--- config.mk ---
export PLATFORM = sky130hd
export DESIGN_NAME = display_bus_receiver_8080_flat
export DESIGN_NICKNAME = d
export VERILOG_FILES = /design/src/rtl/display_bus_receiver_8080_if.sv /design/src/rtl/display_bus_receiver_8080.sv /design/src/flat_wrapper.sv
export SDC_FILE = /design/constraint.sdc
export NUM_CORES = 1
export LEC_CHECK = 0
export ABC_AREA = 1
export BUFFER_PORTS_ARGS = -buffer_cell sky130_fd_sc_hd__clkbuf_2
export CAP_MARGIN = 20
export CORE_MARGIN = 2
export CORE_UTILIZATION = 50
export DETAILED_ROUTE_END_ITERATION = 6
export PLACE_DENSITY = 0.77
export SLEW_MARGIN = 10
export SYNTH_ARGS = -nofsm -noshare
export SYNTH_HDL_FRONTEND = slang
export SYNTH_SLANG_ARGS = --single-unit
--- constraint.sdc ---
create_clock -name aclk -period 23.5 [get_ports aclk]
set_input_delay 4.7 -clock aclk [delete_from_list [all_inputs] [get_ports aclk]]
set_output_delay 4.7 -clock aclk [all_outputs]
set_load 0.01 [all_outputs]
--- src/rtl/display_bus_receiver_8080_if.sv ---
// Bundles the 8080 write bus, the pixel AXI stream and the command sideband.
// The receiver attaches through the slave modport and the bus driver through the master modport.
interface display_bus_receiver_8080_if;
  logic [7:0]  data;
  logic        wr;
  logic        cs;
  logic        dc;
  logic        rd;
  logic        rst;
  logic        m_axis_tvalid;
  logic        m_axis_tready;
  logic [15:0] m_axis_tdata;
  logic        m_axis_tuser;
  logic        m_axis_tlast;
  logic [15:0] pixel_x;
  logic [15:0] pixel_y;
  logic        cmd_strobe;
  logic [7:0]  cmd_code;
  logic        overflow;

  modport slave (
    input  data, wr, cs, dc, rd, rst, m_axis_tready,
    output m_axis_tvalid, m_axis_tdata, m_axis_tuser, m_axis_tlast,
           pixel_x, pixel_y, cmd_strobe, cmd_code, overflow
  );

  modport master (
    output data, wr, cs, dc, rd, rst, m_axis_tready,
    input  m_axis_tvalid, m_axis_tdata, m_axis_tuser, m_axis_tlast,
           pixel_x, pixel_y, cmd_strobe, cmd_code, overflow
  );
endinterface

--- src/rtl/display_bus_receiver_8080.sv ---
// ILI9341-style 8080 write-bus receiver: decodes commands, tracks the CASET/PASET
// window and turns RAMWR byte pairs into RGB565 pixels on an AXI stream.
module display_bus_receiver_8080 #(
  parameter int SYNC_STAGES    = 2,
  parameter int DEFAULT_WIDTH  = 320,
  parameter int DEFAULT_HEIGHT = 240
) (
  input logic                        aclk,
  input logic                        reset,
  display_bus_receiver_8080_if.slave bus
);

  typedef enum logic [2:0] {S_IDLE, S_CASET, S_PASET, S_RAMWR, S_SKIP} state_e;

  localparam logic [15:0] DEF_XE = 16'(DEFAULT_WIDTH - 1);
  localparam logic [15:0] DEF_YE = 16'(DEFAULT_HEIGHT - 1);

  logic [SYNC_STAGES-1:0]      wr_sync_q, cs_sync_q, dc_sync_q, rst_sync_q;
  logic [SYNC_STAGES-1:0][7:0] data_sync_q;
  logic                        wr_prev_q;

  state_e      state_q, state_d;
  logic        phase_q, phase_d;
  logic [1:0]  pcnt_q, pcnt_d;
  logic [23:0] par_q, par_d;
  logic [7:0]  hi_q, hi_d;
  logic [15:0] xs_q, xs_d, xe_q, xe_d, ys_q, ys_d, ye_q, ye_d;
  logic [15:0] x_q, x_d, y_q, y_d;
  logic        tvalid_q, tvalid_d, tuser_q, tuser_d, tlast_q, tlast_d;
  logic [15:0] tdata_q, tdata_d, px_q, px_d, py_q, py_d;
  logic        cmd_strobe_q, cmd_strobe_d, overflow_q, overflow_d;
  logic [7:0]  cmd_code_q, cmd_code_d;

  logic       wr_s, cs_s, dc_s, rst_s, byte_evt;
  logic [7:0] d_s;
  logic       rd_unused;

  assign rd_unused = bus.rd;
  assign wr_s      = wr_sync_q[SYNC_STAGES-1];
  assign cs_s      = cs_sync_q[SYNC_STAGES-1];
  assign dc_s      = dc_sync_q[SYNC_STAGES-1];
  assign rst_s     = rst_sync_q[SYNC_STAGES-1];
  assign d_s       = data_sync_q[SYNC_STAGES-1];
  // Byte and dc come from the same stage as wr, so they are aligned with the edge.
  assign byte_evt  = wr_s && !wr_prev_q && !cs_s;

  // NOTE: sequential state uses non-blocking assignments so every flop samples pre-edge values.
  always_ff @(posedge aclk or posedge reset) begin
    if (reset) begin
      wr_sync_q   <= '1;
      cs_sync_q   <= '1;
      dc_sync_q   <= '0;
      rst_sync_q  <= '1;
      data_sync_q <= '0;
      wr_prev_q   <= 1'b1;
    end else begin
      wr_sync_q   <= {wr_sync_q[SYNC_STAGES-2:0], bus.wr};
      cs_sync_q   <= {cs_sync_q[SYNC_STAGES-2:0], bus.cs};
      dc_sync_q   <= {dc_sync_q[SYNC_STAGES-2:0], bus.dc};
      rst_sync_q  <= {rst_sync_q[SYNC_STAGES-2:0], bus.rst};
      data_sync_q <= {data_sync_q[SYNC_STAGES-2:0], bus.data};
      wr_prev_q   <= wr_s;
    end
  end

  always_comb begin
    // NOTE: every next-state value gets a default first so no path can infer a latch.
    state_d      = state_q;
    phase_d      = phase_q;
    pcnt_d       = pcnt_q;
    par_d        = par_q;
    hi_d         = hi_q;
    xs_d         = xs_q;
    xe_d         = xe_q;
    ys_d         = ys_q;
    ye_d         = ye_q;
    x_d          = x_q;
    y_d          = y_q;
    tvalid_d     = tvalid_q && !bus.m_axis_tready;
    tdata_d      = tdata_q;
    tuser_d      = tuser_q;
    tlast_d      = tlast_q;
    px_d         = px_q;
    py_d         = py_q;
    cmd_strobe_d = 1'b0;
    cmd_code_d   = cmd_code_q;
    overflow_d   = overflow_q;

    if (!rst_s) begin
      state_d = S_IDLE;
      phase_d = 1'b0;
      pcnt_d  = '0;
      xs_d    = '0;
      xe_d    = DEF_XE;
      ys_d    = '0;
      ye_d    = DEF_YE;
    end else if (byte_evt && !dc_s) begin
      cmd_strobe_d = 1'b1;
      cmd_code_d   = d_s;
      phase_d      = 1'b0;
      pcnt_d       = '0;
      case (d_s)
        8'h2A: state_d = S_CASET;
        8'h2B: state_d = S_PASET;
        8'h2C: begin
          state_d = S_RAMWR;
          x_d     = xs_q;
          y_d     = ys_q;
        end
        8'h01: begin
          state_d = S_IDLE;
          xs_d    = '0;
          xe_d    = DEF_XE;
          ys_d    = '0;
          ye_d    = DEF_YE;
        end
        default: state_d = S_SKIP;
      endcase
    end else if (byte_evt) begin
      case (state_q)
        S_CASET, S_PASET: begin
          if (pcnt_q == 2'd3) begin
            // par_q holds start_hi, start_lo, end_hi; the window updates atomically here.
            if (state_q == S_CASET) begin
              xs_d = par_q[23:8];
              xe_d = {par_q[7:0], d_s};
            end else begin
              ys_d = par_q[23:8];
              ye_d = {par_q[7:0], d_s};
            end
            pcnt_d  = '0;
            state_d = S_IDLE;
          end else begin
            par_d  = {par_q[15:0], d_s};
            pcnt_d = pcnt_q + 2'd1;
          end
        end
        S_RAMWR: begin
          if (!phase_q) begin
            hi_d    = d_s;
            phase_d = 1'b1;
          end else begin
            phase_d = 1'b0;
            if (tvalid_q && !bus.m_axis_tready) begin
              overflow_d = 1'b1;
            end else begin
              tvalid_d = 1'b1;
              tdata_d  = {hi_q, d_s};
              px_d     = x_q;
              py_d     = y_q;
              tuser_d  = (x_q == xs_q) && (y_q == ys_q);
              tlast_d  = (x_q == xe_q) && (y_q == ye_q);
            end
            // Coordinates advance even when the pixel is dropped.
            if (x_q >= xe_q) begin
              x_d = xs_q;
              y_d = (y_q >= ye_q) ? ys_q : y_q + 16'd1;
            end else begin
              x_d = x_q + 16'd1;
            end
          end
        end
        default: ;
      endcase
    end
  end

  always_ff @(posedge aclk or posedge reset) begin
    if (reset) begin
      state_q      <= S_IDLE;
      phase_q      <= 1'b0;
      pcnt_q       <= '0;
      par_q        <= '0;
      hi_q         <= '0;
      xs_q         <= '0;
      xe_q         <= DEF_XE;
      ys_q         <= '0;
      ye_q         <= DEF_YE;
      x_q          <= '0;
      y_q          <= '0;
      tvalid_q     <= 1'b0;
      tdata_q      <= '0;
      tuser_q      <= 1'b0;
      tlast_q      <= 1'b0;
      px_q         <= '0;
      py_q         <= '0;
      cmd_strobe_q <= 1'b0;
      cmd_code_q   <= 8'h00;
      overflow_q   <= 1'b0;
    end else begin
      state_q      <= state_d;
      phase_q      <= phase_d;
      pcnt_q       <= pcnt_d;
      par_q        <= par_d;
      hi_q         <= hi_d;
      xs_q         <= xs_d;
      xe_q         <= xe_d;
      ys_q         <= ys_d;
      ye_q         <= ye_d;
      x_q          <= x_d;
      y_q          <= y_d;
      tvalid_q     <= tvalid_d;
      tdata_q      <= tdata_d;
      tuser_q      <= tuser_d;
      tlast_q      <= tlast_d;
      px_q         <= px_d;
      py_q         <= py_d;
      cmd_strobe_q <= cmd_strobe_d;
      cmd_code_q   <= cmd_code_d;
      overflow_q   <= overflow_d;
    end
  end

  assign bus.m_axis_tvalid = tvalid_q;
  assign bus.m_axis_tdata  = tdata_q;
  assign bus.m_axis_tuser  = tuser_q;
  assign bus.m_axis_tlast  = tlast_q;
  assign bus.pixel_x       = px_q;
  assign bus.pixel_y       = py_q;
  assign bus.cmd_strobe    = cmd_strobe_q;
  assign bus.cmd_code      = cmd_code_q;
  assign bus.overflow      = overflow_q;

endmodule

--- src/flat_wrapper.sv ---
// flat-port wrapper written by rule: the top's interface ports become plain ports
module display_bus_receiver_8080_flat 
#(
  parameter int SYNC_STAGES    = 2,
  parameter int DEFAULT_WIDTH  = 320,
  parameter int DEFAULT_HEIGHT = 240
)
  (aclk, reset, bus_data, bus_wr, bus_cs, bus_dc, bus_rd, bus_rst, bus_m_axis_tready, bus_m_axis_tvalid, bus_m_axis_tdata, bus_m_axis_tuser, bus_m_axis_tlast, bus_pixel_x, bus_pixel_y, bus_cmd_strobe, bus_cmd_code, bus_overflow);
  display_bus_receiver_8080_if bus_i ();
  input logic aclk;
  input logic reset;
  input wire logic [$bits(bus_i.data)-1:0] bus_data;
  input wire logic [$bits(bus_i.wr)-1:0] bus_wr;
  input wire logic [$bits(bus_i.cs)-1:0] bus_cs;
  input wire logic [$bits(bus_i.dc)-1:0] bus_dc;
  input wire logic [$bits(bus_i.rd)-1:0] bus_rd;
  input wire logic [$bits(bus_i.rst)-1:0] bus_rst;
  input wire logic [$bits(bus_i.m_axis_tready)-1:0] bus_m_axis_tready;
  output wire logic [$bits(bus_i.m_axis_tvalid)-1:0] bus_m_axis_tvalid;
  output wire logic [$bits(bus_i.m_axis_tdata)-1:0] bus_m_axis_tdata;
  output wire logic [$bits(bus_i.m_axis_tuser)-1:0] bus_m_axis_tuser;
  output wire logic [$bits(bus_i.m_axis_tlast)-1:0] bus_m_axis_tlast;
  output wire logic [$bits(bus_i.pixel_x)-1:0] bus_pixel_x;
  output wire logic [$bits(bus_i.pixel_y)-1:0] bus_pixel_y;
  output wire logic [$bits(bus_i.cmd_strobe)-1:0] bus_cmd_strobe;
  output wire logic [$bits(bus_i.cmd_code)-1:0] bus_cmd_code;
  output wire logic [$bits(bus_i.overflow)-1:0] bus_overflow;
  assign bus_i.data = bus_data;
  assign bus_i.wr = bus_wr;
  assign bus_i.cs = bus_cs;
  assign bus_i.dc = bus_dc;
  assign bus_i.rd = bus_rd;
  assign bus_i.rst = bus_rst;
  assign bus_i.m_axis_tready = bus_m_axis_tready;
  assign bus_m_axis_tvalid = bus_i.m_axis_tvalid;
  assign bus_m_axis_tdata = bus_i.m_axis_tdata;
  assign bus_m_axis_tuser = bus_i.m_axis_tuser;
  assign bus_m_axis_tlast = bus_i.m_axis_tlast;
  assign bus_pixel_x = bus_i.pixel_x;
  assign bus_pixel_y = bus_i.pixel_y;
  assign bus_cmd_strobe = bus_i.cmd_strobe;
  assign bus_cmd_code = bus_i.cmd_code;
  assign bus_overflow = bus_i.overflow;
  display_bus_receiver_8080 #(.SYNC_STAGES(SYNC_STAGES), .DEFAULT_WIDTH(DEFAULT_WIDTH), .DEFAULT_HEIGHT(DEFAULT_HEIGHT)) u_core (.aclk(aclk), .reset(reset), .bus(bus_i));
endmodule
==> metrics.md <==
| Metric | Value |
|---|---|
| Fraction of the mapped netlist area in adder cells | `4.097%` |
| Run status | `finished, final reports clean` |
| Slew margin rel. | `29.01%` |
| Final min period | `5.900 ns` |
| Finished Cell Area | `12,040 um^2` |
| Core Rows | `53` |
| Die Wd | `150.2 um` |
| Clock root cell | `clkbuf_16` |
| CTS tree | `done` |
| Syn Nets | `1,307` |
| Top_reg_cell synth | `dfrtp_1` |
| LEAKAGE | `5.895 nW` |
| Sequential-to-total area share from yosys stat | `51.75%` |
| Total setup buffers inserted after CTS | `0` |
| Gate Count Post-Synth | `1,256` |
| Placed Cells | `1,565` |
| Routability cong. | `0.8832` |
| Fin Clk Skew | `0.01696 ns` |
| Ports | `77` |
| Final Max Slew Viols | `0` |
| CTS Buf Count | `24` |
| Kind of critical path | `in -> async` |
| Skew-Pair Late Insertion Delay | `0.52 ns` |
| Die Area | `22,560 um^2` |
| Mapped Area | `10,690 um^2` |
| Clock buffer depth | `3` |
| CTS resizes | `0` |
| DP Wirelength | `16,970 um` |
| Distinct cells, synth | `43` |
| All-Layer GR Usage | `22.71%` |
| Max FO, Critical Path | `142` |
| WHS | `0.3461 ns` |
| DRC Markers | `0` |
| Clock transition at the registers of the reported paths | `0.06 ns` |
| Vias in the first global route | `8,186` |
| Asr flop ratio synth | `100.0%` |
| Compound-Gate Fraction of Synth Area | `8.007%` |
| Fin crit share | `25.10%` |
| Post-synth EDFFs | `0` |
| Die Height | `150.2 um` |
| Power Total | `0.8417 mW` |
| Post-Synthesis Mean Instance Area | `8.510 um^2` |
| Dpl cell area | `11,200 um^2` |
| Hold crit path type | `reg -> reg` |
| Initial antenna violation count | `0` |
| Reg power frac | `47.9%` |
| 1st-pass router iterations | `5` |
| CP Data Required Time | `24.00 ns` |
| Most common cell in the netlist | `nand2_1` |
| Synth area leader | `dfrtp_1` |
| Count of final setup violators | `0` |
| Avg WL per Cell | `15.36 um` |
| Mux cell area share after synthesis | `1.370%` |
| Critical Path End Type | `asynchronous set/reset pin` |
| Simple-gate share of the synthesized area | `23.09%` |
| Clock Power Share | `45.9%` |
| Top-area cell type share of the netlist area | `46.59%` |
| Critical path launch point type | `input pin` |
| Starting Density | `50.85%` |
| # clock sinks | `220` |
| Yosys warning count | `0` |
| Maximum vdd drop | `0.04838 mV` |
| RSZ-0062 raised after global routing | `no` |
| Pwr dens | `69.89 nW/um^2` |
| Share of layout cells above drive strength 1 | `13.63%` |
| Yosys reg bits | `220` |
| H-tree depth | `1` |
| Switch share | `23.06%` |
| Ant. Diodes | `0` |
| Critical path arrival | `6.40 ns` |
| Maximum number of pins on one net before global-route repair | `143` |
| Buffers on Ports | `75` |
| Power Internal | `0.6476 mW` |
| Post-route ant nets | `0` |
| First-pass GRT wire length | `40,940 um` |
| Largest cells by area after synthesis | `dfrtp_1, nand2_1, o21ai_0` |
| Max-Cap Viols | `0` |
| DRT iter0 DRCs | `860` |
| Commonest cells post-synth | `nand2_1, dfrtp_1, inv_1` |
| Core area | `21,020 um^2` |
| Final wirelength | `24,740 um` |
| Nets | `1,368` |
| Vias per inst | `5.291` |
| Setup TNS | `0 ns` |
| Main combinational cell family by area after synthesis | `simple AND/OR/NAND/NOR gates` |
| Cts-stage hold buffer count | `0` |
| XOR/XNOR share of the synthesized area | `3.605%` |
| Comb power frac | `6.2%` |
| Fin cells | `1,610` |
| Global route overflow | `0` |
| Via count | `8,518` |
| Layout area overhead | `12.67%` |
| Psw | `0.1941 mW` |
| Final Hold Viols | `0` |
| Max Freq | `0.1695 GHz` |
| Worst Max-Slew Pin Slew | `1.061 ns` |
[final timing paths]
| kind | from | end | slack (ns) | cells past startpoint |
|---|---|---|---|---|
| min in group asynchronous | reset | u_core.x_q[2] | 4.37 | 2 |
| worst max-delay path | reset | u_core.d_s[6] | 17.60 | 3 |
| worst max register to register | u_core.ye_q[7] | u_core.y_q[0] | 20.52 | 11 |
| worst min-delay path | u_core.data_sync_q[2] | u_core.d_s[2] | 0.35 | 0 |
| worst min register to register | u_core.data_sync_q[2] | u_core.d_s[2] | 0.35 | 0 |
| max in group aclk | bus_m_axis_tready | u_core.bus.pixel_y[7] | 17.69 | 5 |
[logic make-up (layout without fill, tap and decap cells)]
kind of cell	count (synthesis)	after routing
adders and majority gates	35	35
DFF	220	220
and+or+nand+nor	573	573
AOI/OAI and AO/OA	164	164
xor gates and xnor gates	44	44
muxes	13	13
buffers and inverters	207	286
[cell usage in the layout (no fill, tap or decap), types with 9 or more instances in the layout]
master and count:
clkinv_2 9, nor3_1 14, o21ai_1 19, inv_1 158, ha_1 35, o21ai_0 121, a21oi_1 15, clkbuf_16 25
nor2_1 83, mux2_2 13, dfrtp_1 199, nand3_1 103, nand4_1 16, xnor2_1 15, dfstp_2 21, xor2_1 29
nand2_1 332, clkbuf_2 75
[power by group through the flow]
stage	registers (mW)	logic, mW	clock network, mW
2_1_floorplan	0.409	0.0364	0
3_3_place_gp	0.409	0.0500	0
3_5_place_dp	0.410	0.0519	0
4_1_cts	0.403	0.0523	0.393
5_1_grt	0.405	0.0601	0.410
6_report	0.403	0.0520	0.386
[stage by stage]
| stage | setup slack, ns | utilization [%] |
|---|---|---|
| after detailed placement | 16.88 | 53.29 |
| after floorplan | 12.81 | - |
| after global routing | 17.19 | 57.29 |
| after global placement | 16.93 | 53.29 |
| after CTS | 17.43 | 57.19 |
| final | 17.60 | 57.29 |
[layer usage]
layer | track usage, % | routed length (um)
met1 | 31.07 | 10420
met2 | 37.19 | 11750
met3 | 3.273 | 1755
met4 | 7.972 | 807
met5 | 0 | 0
[cell type report]
cell class | count | area [um^2]
clock buffers | 31 | 678.2
clock inverters | 13 | 142.6
fillers | 1843 | 8979
inverters | 163 | 621.8
multi-input cells | 829 | 4307
flip-flops and latches | 220 | 5532
well taps | 275 | 344.1
repair buffers | 79 | 417.9
[critical path, cell delays in order]
cell and delay (ns):
clkbuf_2 0.12, inv_8 0.62, buf_4 0.88
[sequential cells by signal, summed over array words and instances (netlist names), 3 cells and up]
signal,count
u_core.bus.cmd_code,8
u_core.bus.pixel_x,16
u_core.d_s,8
u_core.bus.m_axis_tdata,16
u_core.bus.pixel_y,16
u_core.xs_q,16
u_core.ye_q,16
u_core.ys_q,16
u_core.x_q,16
u_core.y_q,16
u_core.hi_q,8
u_core.par_q,24
u_core.state_q,3
u_core.xe_q,16
u_core.data_sync_q,8
(Power assumes the default switching activity.)
